<file path="src/rtl/fetch_unit.sv">
// Instruction fetch unit: owns the PC, issues one instruction-memory read at a time,
// buffers returned words in a small FIFO and flushes it on a taken branch.
module fetch_unit #(
  parameter int unsigned INSTR_WIDTH = 32,
  parameter int unsigned ADDR_WIDTH  = 32,
  parameter logic [ADDR_WIDTH-1:0] RESET_PC = '0,
  parameter int unsigned DEPTH       = 2
) (
  input  logic                   clk,
  input  logic                   rst,
  input  logic                   PCSrc_i,
  input  logic [ADDR_WIDTH-1:0]  PCTarget_i,
  input  logic                   ready_i,
  output logic                   valid_o,
  output logic [INSTR_WIDTH-1:0] instr_o,
  output logic [ADDR_WIDTH-1:0]  pc_o,
  output logic [ADDR_WIDTH-1:0]  pcplus4_o,
  output logic                   imem_req_o,
  output logic [ADDR_WIDTH-1:0]  imem_addr_o,
  input  logic                   imem_ready_i,
  input  logic                   imem_rvalid_i,
  input  logic [INSTR_WIDTH-1:0] imem_rdata_i
);

  localparam int unsigned PTR_W = (DEPTH > 1) ? $clog2(DEPTH) : 1;
  localparam int unsigned CNT_W = $clog2(DEPTH + 1);
  localparam logic [INSTR_WIDTH-1:0] NOP = INSTR_WIDTH'(32'h0000_0013);

  typedef enum logic [1:0] {
    S_FETCH   = 2'd0,
    S_WAIT    = 2'd1,
    S_DISCARD = 2'd2
  } state_t;

  state_t                  state, state_next;
  logic [ADDR_WIDTH-1:0]   fetch_pc;
  logic [ADDR_WIDTH-1:0]   req_pc;
  logic [CNT_W-1:0]        count;
  logic [PTR_W-1:0]        rd_ptr, wr_ptr;
  logic [ADDR_WIDTH-1:0]   pc_mem    [DEPTH];
  logic [INSTR_WIDTH-1:0]  instr_mem [DEPTH];

  logic issue;
  logic push;
  logic pop;
  logic unused_tgt_lsbs;

  assign unused_tgt_lsbs = ^PCTarget_i[1:0];

  // State register
  always_ff @(posedge clk or posedge rst) begin
    if (rst) state <= S_FETCH;
    else     state <= state_next;
  end

  // Next state, request and push decode; a redirect masks both request and push
  always_comb begin
    state_next = state;
    imem_req_o = 1'b0;
    push       = 1'b0;
    case (state)
      S_FETCH: begin
        imem_req_o = (count < CNT_W'(DEPTH)) && !PCSrc_i && !rst;
        if (imem_req_o && imem_ready_i) state_next = S_WAIT;
      end
      S_WAIT: begin
        if (imem_rvalid_i) begin
          state_next = S_FETCH;
          push       = !PCSrc_i;
        end else if (PCSrc_i) begin
          state_next = S_DISCARD;
        end
      end
      S_DISCARD: begin
        if (imem_rvalid_i) state_next = S_FETCH;
      end
      default: state_next = S_FETCH;
    endcase
  end

  assign issue = imem_req_o && imem_ready_i;
  assign pop   = valid_o && ready_i && !PCSrc_i;

  // PC and FIFO bookkeeping
  always_ff @(posedge clk or posedge rst) begin
    if (rst) begin
      fetch_pc <= RESET_PC;
      req_pc   <= '0;
      count    <= '0;
      rd_ptr   <= '0;
      wr_ptr   <= '0;
    end else if (PCSrc_i) begin
      fetch_pc <= {PCTarget_i[ADDR_WIDTH-1:2], 2'b00};
      count    <= '0;
      rd_ptr   <= '0;
      wr_ptr   <= '0;
    end else begin
      if (issue) begin
        req_pc   <= fetch_pc;
        fetch_pc <= fetch_pc + ADDR_WIDTH'(4);
      end
      if (push) wr_ptr <= wr_ptr + PTR_W'(1);
      if (pop)  rd_ptr <= rd_ptr + PTR_W'(1);
      count <= count + CNT_W'(push) - CNT_W'(pop);
    end
  end

  // FIFO storage needs no reset; count gates visibility
  always_ff @(posedge clk) begin
    if (push) begin
      pc_mem[wr_ptr]    <= req_pc;
      instr_mem[wr_ptr] <= imem_rdata_i;
    end
  end

  assign valid_o     = (count != '0);
  assign instr_o     = valid_o ? instr_mem[rd_ptr] : NOP;
  assign pc_o        = valid_o ? pc_mem[rd_ptr] : '0;
  assign pcplus4_o   = pc_o + ADDR_WIDTH'(4);
  assign imem_addr_o = fetch_pc;

endmodule

</file>
<file path="config.mk">
export PLATFORM = sky130hd
export DESIGN_NAME = fetch_unit
export DESIGN_NICKNAME = d
export VERILOG_FILES = /design/src/rtl/fetch_unit.sv
export SDC_FILE = /design/constraint.sdc
export NUM_CORES = 1
export LEC_CHECK = 0
export CORE_ASPECT_RATIO = 0.9
export CORE_MARGIN = 5
export CORE_UTILIZATION = 50
export CTS_CLUSTER_SIZE = 25
export DETAILED_ROUTE_END_ITERATION = 16
export PLACE_DENSITY = 0.8
export RECOVER_POWER = 50
export SLEW_MARGIN = 20
export SYNTH_ARGS = -nofsm -noshare
export SYNTH_HDL_FRONTEND = slang
export SYNTH_SLANG_ARGS = --single-unit
</file>
<file path="constraint.sdc">
create_clock -name clk -period 5.5 [get_ports clk]
set_input_delay 0.55 -clock clk [delete_from_list [all_inputs] [get_ports clk]]
set_output_delay 0.55 -clock clk [all_outputs]
set_load 0.05 [all_outputs]
</file>
==> run summary <==
CORE AREA: 17400 um2
pwr dens: 301 nW/um2
Final GP Congestion: 0.839
Setup crit end kind: primary output
first-pass GRT wire length: 33400 um
port buffer count: 191
CP Max Fanout: 47
Power Total: 3.43 mW
postcts setup bufs: 0
Synth cell types: 54
drt drc: 0
VDD IR max: 0.000253 V
Final period util: 87.9%
crit path kind: flop to primary output
crit path DAT: 4.29 ns
endpoints failing setup: 0
worst path cell trace: buf_4 -> mux2i_1 -> nor3_1 -> nand2_1 -> nor4_1 -> xor2_1 -> clkdlybuf4s50_1
CTS tree: yes
Final min period: 4.84 ns
number of global-route vias before repair: 6142
TritonCTS buffer count: 17
final antenna-violating net count: 0
status: finished, violations left
Worst-Skew Late Latency: 0.43 ns
failing checks: max-capacitance violations, max-slew violations
drt pass-1 iters: 4
initial antenna violation count: 1
Total GRT Usage: 21.2%
max frequency: 0.207 GHz
CTS Root Cell: clkbuf_16
Final Hold Viols: 0
drt total wl: 21300 um
hold buffer count at CTS: 0
max-capacitance violation count: 3
Ports: 200
Max stage delay on crit path: 0.86 ns
Bufs on Longest Clock Path: 2
Worst-path clk slew: 0.07 ns
DP HPWL: 15300 um
RSZ-0062 raised after global routing: no
relative slew slack: -97.5%
Die X: 150 um
worst slew pin tran: 2.96 ns
setup tns final: 0 ns
DIE HEIGHT: 136 um
pin count of the biggest net entering global routing: 59
die area: 20300 um2
Post-CTS Resized: 0
CTS H-tree lvls: 4
Initial Util: 50.3%
sequential area share after synthesis: 61.3%
CP Buf/Inv Count: 2
Hold Crit Class: flop to flop
vias per cell: 5.39
CP Data Required Time: 4.95 ns
gr ovfl total: 0
Synth Register Bits: 190
Initial DRC Count: 444
Final Util: 65.4%
via count: 6341
num rows: 46
Fin Hold WS: 0.478 ns
Slew Viols, Final: 140
CP max stage cell: clkdlybuf4s50_1
Finished Cell Area: 11400 um2
fin nets: 994
YS warnings: 0
area grow syn2layout: 30.1%
Clock Skew: 0.00930 ns
clk sinks: 190
cell count after synthesis: 737
Post-DP Area: 10900 um2
critical path launch point type: flop
Pleak: 4.18 nW
syn avg cell area: 11.9 um2
share of cells above drive strength 1: 6.65%
wire per inst: 18.1 um
reg-to-reg slack, setup: 1.72 ns
CP delay by family, top: buffers and inverters
Synth Cell Area: 8770 um2
-- cell usage after synthesis (all sizes together) --
library cell	number	share of area, %
a211oi	6	1.0
a21o	5	0.43
a21oi	4	0.23
a221o	6	0.68
a22oi	2	0.17
a31oi	2	0.14
a32oi	1	0.10
and2	4	0.29
and3	5	0.36
and4	6	0.60
buf	28	2.1
clkbuf	12	0.51
clkinv	1	0.043
conb	1	0.043
dfrtp	66	19
edfxtp	124	42
ha	4	0.57
inv	12	0.51
mux2	2	0.26
mux2i	67	7.6
nand2	128	5.5
nand2b	5	0.36
nand3	27	1.5
nand3b	6	0.94
nand4	16	1.4
nand4b	1	0.10
nor2	79	3.4
nor2b	5	0.36
nor3	15	0.91
nor4	19	1.8
nor4b	3	0.30
o211ai	1	0.086
o21a	1	0.086
o21ai	20	1.1
o311ai	4	0.40
o31a	1	0.10
or2	2	0.14
or3	3	0.21
or4	2	0.17
xnor2	16	1.6
xor2	25	2.5
-- worst paths after layout --
path | start | end | cells past startpoint
max | rd_ptr$_DFFE_PP0P_ | pcplus4_o[28] | 7
min | req_pc[18]$_DFFE_PP0P_ | pc_mem[0][18]$_DFFE_PP_ | 0
max reg2reg | state[1]$_DFFE_PP0P_ | pc_mem[0][27]$_DFFE_PP_ | 4
min reg2reg | req_pc[18]$_DFFE_PP0P_ | pc_mem[0][18]$_DFFE_PP_ | 0
max in group asynchronous | rst | req_pc[10]$_DFFE_PP0P_ | 3
min in group asynchronous | rst | imem_addr_o[3]$_DFFE_PP0P_ | 2
-- routing by layer --
| layer | routed length [um] | global-route usage, % | share of wire (%) | up-vias |
|---|---|---|---|---|
| li1 | - | - | - | 3011 |
| met4 | 297 | 5.34 | 1.4 | 0 |
| met5 | 0 | 0 | 0 | - |
| met2 | 9030 | 31.0 | 42 | 280 |
| met1 | 10000 | 31.4 | 47 | 3024 |
| met3 | 1900 | 5.99 | 8.9 | 26 |
-- cell usage in the layout, fill, tap and decap left out, types with 7 or more instances in the layout --
cell type / Yosys / routed
xnor2_1: 16 / 16
mux2i_1: 67 / 67
nand4_1: 14 / 14
nand3_1: 27 / 27
clkdlybuf4s50_1: 0 / 146
nor4_1: 13 / 13
nand2_1: 128 / 128
nor2_1: 78 / 77
dlygate4sd3_1: 0 / 44
inv_6: 0 / 7
o21ai_0: 18 / 20
xor2_1: 25 / 25
nor3_1: 14 / 14
inv_1: 12 / 12
edfxtp_1: 124 / 124
dfrtp_1: 66 / 65
clkbuf_16: 0 / 17
-- cell type report --
class,instances,area (um2)
antenna,4,10.0
timing repair buffer,199,1960
tap,240,300
fill,1331,6030
multi-input combinational,499,3150
inverter,13,48.8
sequential,190,5380
clock buffer,17,425
clock inverter,15,143
-- cell families (layout without fill, tap and decap cells) --
group                      Yosys count  count (layout)  share of synthesized area (%)
other                                1              10                         0.0428
AOI/OAI and AO/OA                   53              53                           4.59
muxes                               69              69                           7.91
buffers and inverters               53             244                           3.15
adders and majority gates            4               4                          0.571
DFF                                190             190                           61.3
xor gates and xnor gates            41              41                           4.10
and+or+nand+nor                    326             326                           18.3
-- where the power goes --
part           switching [mW]  internal, mW  total, mW
combinational           0.345         0.187      0.532
sequential             0.0970          1.63       1.73
clock                   0.571         0.603       1.17
total                    1.01          2.42       3.43
-- sequential cells by signal, summed over array words and instances, names as in the netlist --
signal and flops:
wr_ptr 1, state 2, req_pc 30, imem_addr_o 30, pc_mem 60, rd_ptr 1
instr_mem 64, count 2
-- worst register-to-register path, stage by stage (launching register included) --
cell	delay, ns
dfrtp_1	0.43
nor2_1	0.22
nand3_1	0.29
nor2_1	1.79
buf_4	0.69
-- per-stage QoR --
stage               cells  setup slack [ns]
finish               1177             0.664
global route         1174             0.329
CTS                  1173             0.660
detailed placement   1141              1.15
global placement     1141              1.16
floorplan             742             0.937
Power figures use the tool's default switching activity.
